--- config.mk ---
export PLATFORM = sky130hd
export DESIGN_NAME = multi_counter_dump
export DESIGN_NICKNAME = d
export VERILOG_FILES = /design/src/rtl/multi_counter_pkg.sv /design/src/rtl/multi_counter_dump_fifo.sv /design/src/rtl/multi_counter_dump.sv
export SDC_FILE = /design/constraint.sdc
export NUM_CORES = 1
export LEC_CHECK = 0
export CORE_ASPECT_RATIO = 0.5
export CORE_MARGIN = 5
export CORE_UTILIZATION = 50
export CTS_BUF_LIST = sky130_fd_sc_hd__clkbuf_16
export DETAILED_ROUTE_END_ITERATION = 6
export HOLD_SLACK_MARGIN = 0.05
export PLACE_DENSITY = 0.74
export SLEW_MARGIN = 40
export SYNTH_ARGS = -nofsm -noshare
export SYNTH_HDL_FRONTEND = slang
export SYNTH_SLANG_ARGS = --single-unit
--- constraint.sdc ---
create_clock -name clk -period 6.84 [get_ports clk]
set_input_delay 1.026 -clock clk [delete_from_list [all_inputs] [get_ports clk]]
set_output_delay 1.026 -clock clk [all_outputs]
set_load 0.05 [all_outputs]
--- src/rtl/multi_counter_pkg.sv ---
// Shared types for the multi_counter block family: command opcodes and the dump FSM states.
package multi_counter_pkg;

  typedef enum logic [1:0] {
    OP_NOP   = 2'd0,
    OP_INC   = 2'd1,
    OP_INIT  = 2'd2,
    OP_QUERY = 2'd3
  } op_t;

  typedef enum logic [1:0] {
    DUMP_IDLE  = 2'd0,
    DUMP_QRY   = 2'd1,
    DUMP_CLR   = 2'd2,
    DUMP_DRAIN = 2'd3
  } dump_state_t;

endpackage

--- src/rtl/multi_counter_dump_fifo.sv ---
// Single-clock show-ahead FIFO; a pop frees the slot for a push in the same cycle.
module multi_counter_dump_fifo #(
  parameter int unsigned W = 8,
  parameter int unsigned N = 8
) (
  input  logic                     clk,
  input  logic                     rst,
  input  logic                     push,
  input  logic [W-1:0]             din,
  input  logic                     pop,
  output logic [W-1:0]             dout,
  output logic                     full,
  output logic                     empty,
  output logic [$clog2(N+1)-1:0]   count
);

  localparam int unsigned AW = (N > 1) ? $clog2(N) : 1;
  localparam int unsigned CW = $clog2(N+1);

  logic [W-1:0]  mem_r [N];
  logic [AW-1:0] rd_ptr_r;
  logic [AW-1:0] wr_ptr_r;
  logic [CW-1:0] count_r;
  logic          w_do_push;
  logic          w_do_pop;

  assign full      = (count_r == CW'(N));
  assign empty     = (count_r == '0);
  assign count     = count_r;
  assign dout      = mem_r[rd_ptr_r];
  assign w_do_pop  = pop && !empty;
  assign w_do_push = push && (!full || pop);

  function automatic logic [AW-1:0] ptr_inc(input logic [AW-1:0] p);
    return (p == AW'(N-1)) ? '0 : p + AW'(1);
  endfunction

  always_ff @(posedge clk) begin
    if (w_do_push) mem_r[wr_ptr_r] <= din;
  end

  always_ff @(posedge clk) begin
    if (rst) begin
      rd_ptr_r <= '0;
      wr_ptr_r <= '0;
      count_r  <= '0;
    end else begin
      if (w_do_push) wr_ptr_r <= ptr_inc(wr_ptr_r);
      if (w_do_pop)  rd_ptr_r <= ptr_inc(rd_ptr_r);
      case ({w_do_push, w_do_pop})
        2'b10:   count_r <= count_r + CW'(1);
        2'b01:   count_r <= count_r - CW'(1);
        default: count_r <= count_r;
      endcase
    end
  end

endmodule

--- src/rtl/multi_counter_dump.sv ---
// Dump master for multi_counter: queries (and optionally clears) every counter in ID order
// and streams the results out, using credits so the status path never needs backpressure.
module multi_counter_dump
  import multi_counter_pkg::*;
#(
  parameter int unsigned CNTRS_N    = 256,
  parameter int unsigned CNTRS_W    = 32,
  parameter int unsigned CNTRS_ID_W = $clog2(CNTRS_N),
  parameter int unsigned FIFO_DEPTH = 8
) (
  input  logic                  clk,
  input  logic                  rst,
  input  logic                  dump_req,
  input  logic                  dump_clr,
  output logic                  dump_busy_r,
  output logic                  dump_done_r,
  output logic                  err_r,
  output logic                  cntr_pass,
  output logic [CNTRS_ID_W-1:0] cntr_id,
  output op_t                   cntr_op,
  output logic [CNTRS_W-1:0]    cntr_dat,
  input  logic                  status_pass_r,
  input  logic                  status_qry_r,
  input  logic [CNTRS_ID_W-1:0] status_id_r,
  input  logic [CNTRS_W-1:0]    status_dat_r,
  output logic                  out_vld,
  input  logic                  out_rdy,
  output logic [CNTRS_ID_W-1:0] out_id,
  output logic [CNTRS_W-1:0]    out_dat,
  output logic                  out_last
);

  localparam int unsigned CRD_W = $clog2(FIFO_DEPTH+1);
  localparam int unsigned PAY_W = CNTRS_ID_W + CNTRS_W;
  localparam logic [CNTRS_ID_W-1:0] LAST_ID = CNTRS_ID_W'(CNTRS_N-1);

  dump_state_t           state_r, w_state_nxt;
  logic                  clr_r, w_clr_nxt;
  logic [CNTRS_ID_W-1:0] issue_id_r, w_issue_id_nxt;
  logic [CNTRS_ID_W-1:0] exp_id_r;
  logic [CRD_W-1:0]      outstanding_r;

  logic                  w_pass_nxt, w_busy_nxt, w_done_nxt;
  op_t                   w_op_nxt;
  logic [CNTRS_ID_W-1:0] w_id_nxt;
  logic [CNTRS_W-1:0]    w_dat_nxt;

  logic                  w_start, w_cur_clr, w_credit, w_issue_q;
  logic [CNTRS_ID_W-1:0] w_cur_id;
  logic                  w_beat, w_bad, w_push, w_dec, w_pop;
  logic [CRD_W-1:0]      w_fifo_count;
  logic                  w_fifo_full, w_fifo_empty;
  logic [PAY_W-1:0]      w_fifo_dout;
  logic [CRD_W:0]        w_credit_sum;

  // The start cycle acts as the first QRY cycle so the first command lands with busy.
  assign w_start      = (state_r == DUMP_IDLE) && dump_req && !dump_done_r;
  assign w_cur_id     = w_start ? '0 : issue_id_r;
  assign w_cur_clr    = w_start ? dump_clr : clr_r;
  assign w_credit_sum = (CRD_W+1)'(outstanding_r) + (CRD_W+1)'(w_fifo_count);
  assign w_credit     = !w_fifo_full && (w_credit_sum < (CRD_W+1)'(FIFO_DEPTH));
  assign w_issue_q    = (w_start || (state_r == DUMP_QRY)) && w_credit;

  assign w_beat = status_pass_r && status_qry_r;
  assign w_bad  = w_beat && ((outstanding_r == '0) || (status_id_r != exp_id_r));
  assign w_push = w_beat && !w_bad;
  // Any returned query frees its credit, even a misordered one, so the dump cannot stall.
  assign w_dec  = w_beat && (outstanding_r != '0);
  assign w_pop  = out_vld && out_rdy;

  always_comb begin
    w_state_nxt    = state_r;
    w_issue_id_nxt = issue_id_r;
    w_clr_nxt      = clr_r;
    w_pass_nxt     = 1'b0;
    w_op_nxt       = OP_NOP;
    w_id_nxt       = '0;
    w_dat_nxt      = '0;
    w_busy_nxt     = dump_busy_r;
    w_done_nxt     = 1'b0;
    case (state_r)
      DUMP_IDLE: begin
        if (w_start) begin
          w_clr_nxt      = dump_clr;
          w_issue_id_nxt = '0;
          w_busy_nxt     = 1'b1;
          w_state_nxt    = DUMP_QRY;
        end
      end
      DUMP_CLR: begin
        w_pass_nxt = 1'b1;
        w_op_nxt   = OP_INIT;
        w_id_nxt   = issue_id_r;
        if (issue_id_r == LAST_ID) begin
          w_state_nxt = DUMP_DRAIN;
        end else begin
          w_issue_id_nxt = issue_id_r + CNTRS_ID_W'(1);
          w_state_nxt    = DUMP_QRY;
        end
      end
      DUMP_DRAIN: begin
        if (w_pop && out_last) begin
          w_done_nxt  = 1'b1;
          w_busy_nxt  = 1'b0;
          w_state_nxt = DUMP_IDLE;
        end
      end
      default: w_state_nxt = state_r;
    endcase
    if (w_issue_q) begin
      w_pass_nxt = 1'b1;
      w_op_nxt   = OP_QUERY;
      w_id_nxt   = w_cur_id;
      if (w_cur_clr) begin
        w_state_nxt = DUMP_CLR;
      end else if (w_cur_id == LAST_ID) begin
        w_state_nxt = DUMP_DRAIN;
      end else begin
        w_issue_id_nxt = w_cur_id + CNTRS_ID_W'(1);
        w_state_nxt    = DUMP_QRY;
      end
    end
  end

  always_ff @(posedge clk) begin
    if (rst) begin
      state_r       <= DUMP_IDLE;
      clr_r         <= 1'b0;
      issue_id_r    <= '0;
      exp_id_r      <= '0;
      outstanding_r <= '0;
      err_r         <= 1'b0;
      dump_busy_r   <= 1'b0;
      dump_done_r   <= 1'b0;
      cntr_pass     <= 1'b0;
      cntr_op       <= OP_NOP;
      cntr_id       <= '0;
      cntr_dat      <= '0;
    end else begin
      state_r     <= w_state_nxt;
      clr_r       <= w_clr_nxt;
      issue_id_r  <= w_issue_id_nxt;
      dump_busy_r <= w_busy_nxt;
      dump_done_r <= w_done_nxt;
      cntr_pass   <= w_pass_nxt;
      cntr_op     <= w_op_nxt;
      cntr_id     <= w_id_nxt;
      cntr_dat    <= w_dat_nxt;
      if (w_bad) err_r <= 1'b1;
      if (w_start)     exp_id_r <= '0;
      else if (w_push) exp_id_r <= exp_id_r + CNTRS_ID_W'(1);
      case ({w_issue_q, w_dec})
        2'b10:   outstanding_r <= outstanding_r + CRD_W'(1);
        2'b01:   outstanding_r <= outstanding_r - CRD_W'(1);
        default: outstanding_r <= outstanding_r;
      endcase
    end
  end

  multi_counter_dump_fifo #(
    .W (PAY_W),
    .N (FIFO_DEPTH)
  ) u_fifo (
    .clk   (clk),
    .rst   (rst),
    .push  (w_push),
    .din   ({status_id_r, status_dat_r}),
    .pop   (w_pop),
    .dout  (w_fifo_dout),
    .full  (w_fifo_full),
    .empty (w_fifo_empty),
    .count (w_fifo_count)
  );

  assign out_vld  = !w_fifo_empty;
  assign out_id   = w_fifo_dout[PAY_W-1:CNTRS_W];
  assign out_dat  = w_fifo_dout[CNTRS_W-1:0];
  assign out_last = out_vld && (out_id == LAST_ID);

endmodule

==> out/results.ini, run 1 <==
[outcome]
status=completed

[global_route]
grt_max_degree=49
grt_pass1_wl_mm=45.4
gr-total-overflow=0
track_usage_pct=17.2
antenna_found_initial=0
grt_pass1_vias=7918

[logic_synthesis]
synthFlopType=edfxtp_1
synth_cell_types=55
synth-edff-count=320
yosys.area.top_type=edfxtp_1
synthesis.area_um2=14900
avgSynthCellArea_um2=18.4
synthArstFlopShare_pct=0
synth_top_area_share_pct=64.6
ys_ff_latch=369
yosysWarnings=0
synthCells=809
ys_top_cells_by_area=edfxtp_1 (65%), mux4_2 (12%), dfxtp_1 (6.6%)
synth_seq_area_share_pct=71.2

[hold_path]
hold_depth=2
hold_start=dump_busy_r
hold_class=reg2reg
hold_end=dump_busy_r

[sta]
clock.fmax_ghz=0.220
tightest_slew_ns=0.804
min_period_ns=4.54
max_slew_margin_pct=46.3
hold_ws_ns=0.490
setup_tns_ns=0
setup_viol_count_final=0
rsz0062_at_grt=false
timing.final.crit_share_pct=66.4
fin_ws_ns=2.30
slew_violations=0
finClkSkew_ns=0.00705
finalHoldViolCount=0

[route]
drc=0
vias=7583
vias_per_cell=5.68
postRouteAntennaNets=0
wirelength_mm=28.6
dr.pass1.iters=4
drt_iter0_markers=500
post_drt_wl_per_cell_um=21.4

[worst_setup_path]
path_cells=buf_6, mux4_2, mux2_2, clkdlybuf4s50_1
worst_path_max_delay_cell=clkdlybuf4s50_1
critPathTopFamily=buffers and inverters
cp_max_fo=48
critPathRequiredTime_ns=5.81
worstPathArrival_ns=3.52
endpoint_kind=output port
reg2regPathDepth=8
reg2reg_slack_ns=3.31
r2r_end=u_fifo.mem_r[3][16]
cp_num_buf_inv=2
max_stage_delay_ns=0.71
rr_startpoint=outstanding_r[1]
worstSetupStartpointType=flop
critPathKind=reg2out

[clock_tree]
cts_buffer_depth=3
cts.sinks=369
cts_root_buf=clkbuf_16
cts_resized=0
cts_hold_buf=0
cts.clk_slew.worst_paths_ns=0.07
cts_buffers=31
cts-htree-levels=1
cts_tree=done
postCtsSetupRepairBufs=0
worstSkewPairLatency_ns=0.57

[floorplan]
start_util_pct=51.0
rows=44
coreArea_um2=29200
die_area_um2=33500
ios=135
die_h_um=132
chipWidth_um=254

[placed_design]
place_ws_ns=2.04
io_buffers=102
dpl.hpwl_mm=17.3
place_area_um2=16300
gp_congestion=0.824
dp.cells=1280

[cells_and_area]
regArea_um2=10600
drive_above_1_share_pct=20.4
final_area_um2=17200
fillers=2103
nNetsFinal=986
fin_util_pct=59.1
multi_input_area_um2=4030
stdcell_count=1335
insertedDiodeCount=0
syn_to_final_growth_pct=15.9

[power_and_ir_drop]
peakVddDrop_uv=183
power.leakage_nw=5.54
powerDensity_nw_per_um2=253
power.total_mw=4.36

[flow_run]
cap_viol_max_count=0

-- layout by cell type, fill, tap and decap left out, types with 4 or more instances in the layout --
| master | count |
|---|---|
| nand2_1 | 20 |
| conb_1 | 32 |
| nor3_2 | 5 |
| a211oi_1 | 4 |
| xor2_1 | 18 |
| nand3_1 | 10 |
| edfxtp_1 | 320 |
| clkdlybuf4s50_1 | 102 |
| clkinv_1 | 8 |
| or4_1 | 4 |
| a31oi_1 | 5 |
| clkinv_2 | 6 |
| a21oi_1 | 15 |
| nand2b_1 | 6 |
| nor4_1 | 7 |
| clkbuf_16 | 31 |
| and4_1 | 4 |
| nor3_1 | 10 |
| mux4_2 | 80 |
| mux2i_1 | 9 |
| nor2_1 | 36 |
| buf_4 | 12 |
| and2_1 | 12 |
| inv_1 | 15 |
| xnor2_1 | 5 |
| mux2_2 | 40 |
| o21ai_0 | 10 |
| nand3b_1 | 4 |
| dfxtp_1 | 46 |
| ha_1 | 16 |
-- where the power goes --
| part | internal, mW | leakage, nW | switching [mW] |
|---|---|---|---|
| Clock | 0.823 | 0.464 | 0.763 |
| Sequential | 2.46 | 3.28 | 0.0364 |
| Combinational | 0.101 | 1.80 | 0.174 |
-- cell families (layout without fill, tap and decap cells) --
logic type	after synthesis	in the layout	synth area share, %
buffers and inverters	78	182	2.89
XOR/XNOR	23	23	1.35
AND/OR/NAND/NOR	138	138	4.87
other	1	32	0.0252
flip-flops	369	369	71.2
AO/OA/AOI/OAI	54	54	2.49
adder cells (fa/ha/maj)	17	17	1.48
multiplexers	129	129	15.7
-- metal layers --
| metal | track usage, % | vias to the layer above | routed length (um) |
|---|---|---|---|
| met3 | 3.35 | 39 | 1260 |
| met5 | 0 | - | 0 |
| met1 | 24.0 | 3975 | 12500 |
| met2 | 28.8 | 174 | 14400 |
| met4 | 3.22 | 0 | 483 |
| li1 | - | 3395 | - |
-- synth_stat cells, types with 14 or more instances --
| master | number |
|---|---|
| a21oi_1 | 15 |
| buf_4 | 33 |
| clkbuf_1 | 23 |
| dfxtp_1 | 49 |
| edfxtp_1 | 320 |
| ha_1 | 16 |
| mux2_2 | 40 |
| mux4_2 | 80 |
| nand2_1 | 20 |
| nor2_1 | 39 |
| nor3_1 | 14 |
| xor2_1 | 18 |
-- flip-flops by register name (all words and copies together), names as in the netlist, named ones only --
register and count:
issue_id_r 8, exp_id_r 8, outstanding_r 4, u_fifo.rd_ptr_r 3, state_r 2, cntr_id 8, err_r 1, clr_r 1
u_fifo.count 4, u_fifo.wr_ptr_r 3, u_fifo.mem_r 320, dump_done_r 1, cntr_pass 1, cntr_op 1, dump_busy_r 1
-- worst reg2reg max path: stages (launching register included) --
cell	delay [ns]
dfxtp_1	0.47
nor4_1	0.10
buf_4	0.16
nor3_1	0.26
nand3_1	0.17
a311o_1	0.49
or2_1	0.41
nor2_4	0.66
buf_4	0.45
-- area by class of cell --
class | count | share of cell area, %
inverter | 9 | 0.196
clock buffer | 31 | 4.50
sequential | 369 | 61.5
tap | 391 | 2.84
timing repair buffer | 118 | 6.94
clock inverter | 24 | 0.704
multi-input combinational | 393 | 23.4
-- how the worst max path moves through the flow --
stage / startpoint / endpoint / slack, ns / cells after the start
2_1_floorplan: status_id_r[7] / u_fifo.mem_r[0][0] / 0.38 / 6
3_5_place_dp: status_id_r[6] / u_fifo.mem_r[3][4] / 2.04 / 8
4_1_cts: flop / out_dat[2] / 2.18 / 4
5_1_grt: flop / out_dat[3] / 2.08 / 4
6_report: flop / out_dat[2] / 2.30 / 4
3_3_place_gp: status_id_r[6] / u_fifo.mem_r[5][38] / 2.13 / 8
Note: power is estimated with default switching activity, not from simulation.
==> run 2, diff against run 1 <==
- PLACE_DENSITY: 0.74 -> 0.71
- clock period: 6.84 -> 4.3 ns (I/O delays scaled with it)
==> run 2 against run 1 <==
Against the previous run:
- sequential power increased by 59%
- hold slack better by 0.0066 ns
- power rose by 67%
- largest cell class unchanged
- worst setup slack got worse by 1.9 ns
- sequential share of layout area is 0.85 points lower
- critical path depth rose by 1
- global-route usage is essentially flat
==> out/results.ini, run 2 (same netlist as run 1, synthesis figures left out) <==
[floorplan]
coreArea_um2=29200  ; unchanged
start_util_pct=51.0  ; unchanged
die_area_um2=33500  ; unchanged
rows=44  ; unchanged
ios=135  ; unchanged
chipWidth_um=254  ; unchanged
die_h_um=132  ; unchanged

[sta]
clock.fmax_ghz=0.253
min_period_ns=3.95
finClkSkew_ns=0.0143  ; +0.00725 ns
tightest_slew_ns=0.753  ; -0.0516 ns
setup_viol_count_final=0  ; unchanged
max_slew_margin_pct=49.8  ; +3.6 points
fin_ws_ns=0.348  ; -1.95 ns
finalHoldViolCount=0  ; unchanged
hold_ws_ns=0.497  ; +0.00665 ns
rsz0062_at_grt=false
timing.final.crit_share_pct=91.9
slew_violations=0  ; unchanged

[cells_and_area]
layout_common_cells=edfxtp_1 (320), clkdlybuf4s50_1 (102), mux4_2 (80)
stdcell_count=1348  ; +0.97%
drive_above_1_share_pct=22.4  ; +1.9 points
nNetsFinal=996  ; +1.0%
insertedDiodeCount=0  ; unchanged
syn_to_final_growth_pct=17.5
largest_register_ffs=320  ; unchanged
final_area_um2=17500  ; +1.4%
fillers=2104  ; +0.048%
regMostFlops=u_fifo.mem_r
mostFrequentLayoutCell=edfxtp_1

[clock_tree]
cts_tree=done
cts.sinks=369  ; unchanged
cts_resized=0  ; unchanged
cts_hold_buf=0  ; unchanged
cts_root_buf=clkbuf_16
cts_buffer_depth=3  ; unchanged
worstSkewPairLatency_ns=0.58  ; about the same
cts-htree-levels=1  ; unchanged
cts_buffers=31  ; unchanged
postCtsSetupRepairBufs=0  ; unchanged
cts.clk_slew.worst_paths_ns=0.07  ; about the same

[worst_setup_path]
worstSetupStartpointType=flop
cp_max_fo=24  ; -50%
critPathKind=reg2out
rr_startpoint=u_fifo.count[1]
endpoint_kind=output port
critPathRequiredTime_ns=3.65  ; -2.16 ns
reg2regPathDepth=11  ; +3
worstPathArrival_ns=3.31  ; -0.21 ns

[placed_design]
dp.cells=1290  ; +0.78%
place_area_um2=16400  ; +0.50%
dpl.hpwl_mm=17.7  ; +2.6%
gp_congestion=0.814  ; -1.3%
place_ws_ns=0.505  ; -1.53 ns
io_buffers=102  ; unchanged

[flow_run]
cap_viol_max_count=0  ; unchanged

[route]
drt_iter0_markers=458  ; -8.4%
post_drt_wl_per_cell_um=21.4  ; about the same
vias_per_cell=5.62  ; -1.0%
vias=7577  ; -0.079%
dr.pass1.iters=4  ; unchanged
postRouteAntennaNets=0  ; unchanged
drc=0  ; unchanged
wirelength_mm=28.9  ; +0.95%

[power_and_ir_drop]
peakVddDrop_uv=303  ; +65%
powerDensity_nw_per_um2=415  ; +64%
power.leakage_nw=5.64  ; +1.9%

[global_route]
grt_max_degree=41  ; -16%
track_usage_pct=17.1  ; -0.049 points
grt_pass1_wl_mm=45.2  ; -0.34%
grt_pass1_vias=7892  ; -0.33%
antenna_found_initial=0  ; unchanged
gr-total-overflow=0  ; unchanged

[outcome]
status=completed

[hold_path]
hold_start=dump_busy_r
hold_depth=2  ; unchanged
hold_class=reg2reg

[run 2: layer usage]
metal	part of all wire [%]	wire length [um]	up-vias	global-route usage [%]
met5	0	0	-	0
met4	1.4	393	0	2.83
met3	4.9	1430	32	3.37
met2	50	14500	178	29.0
met1	43	12600	3952	23.9
li1	-	-	3415	-
[run 2: worst paths after layout]
| path | endpoint | slack [ns] |
|---|---|---|
| worst max-delay path | out_last | 0.35 |
| worst min-delay path | dump_busy_r | 0.50 |
| worst min register to register | dump_busy_r | 0.50 |
| worst max register to register | u_fifo.count[3] | 1.24 |
[run 2: report_power, final]
group	internal, mW	total [mW]	switching, mW
logic	0.161	0.439	0.279
registers	3.91	3.97	0.0582
clock network	1.58	2.85	1.27
[run 2: critical path, stage by stage (launching register included)]
cell and delay (ns):
dfxtp_2 0.82, mux4_2 0.42, mux2_2 0.30, and4_1 0.27
and3_1 0.21, clkdlybuf4s50_1 0.70
[run 2: layout make-up]
class / count / area (um2) / area share, %
Clock buffer: 33 / 826 / 4.72
Inverter: 9 / 33.8 / 0.193
Clock inverter: 25 / 228 / 1.30
Timing Repair Buffer: 128 / 1270 / 7.24
Tap cell: 391 / 489 / 2.80
Multi-Input combinational cell: 393 / 4040 / 23.1
Sequential cell: 369 / 10600 / 60.6
[run 2: stage by stage]
stage               setup TNS (ns)  utilization [%]  power, mW
finish                           0             59.9       7.26
global route                     0             59.9       7.55
CTS                              0             59.9       7.33
detailed placement               0             56.3       4.49
floorplan                   -90.34                -       4.35
global placement                 0             56.3       4.47
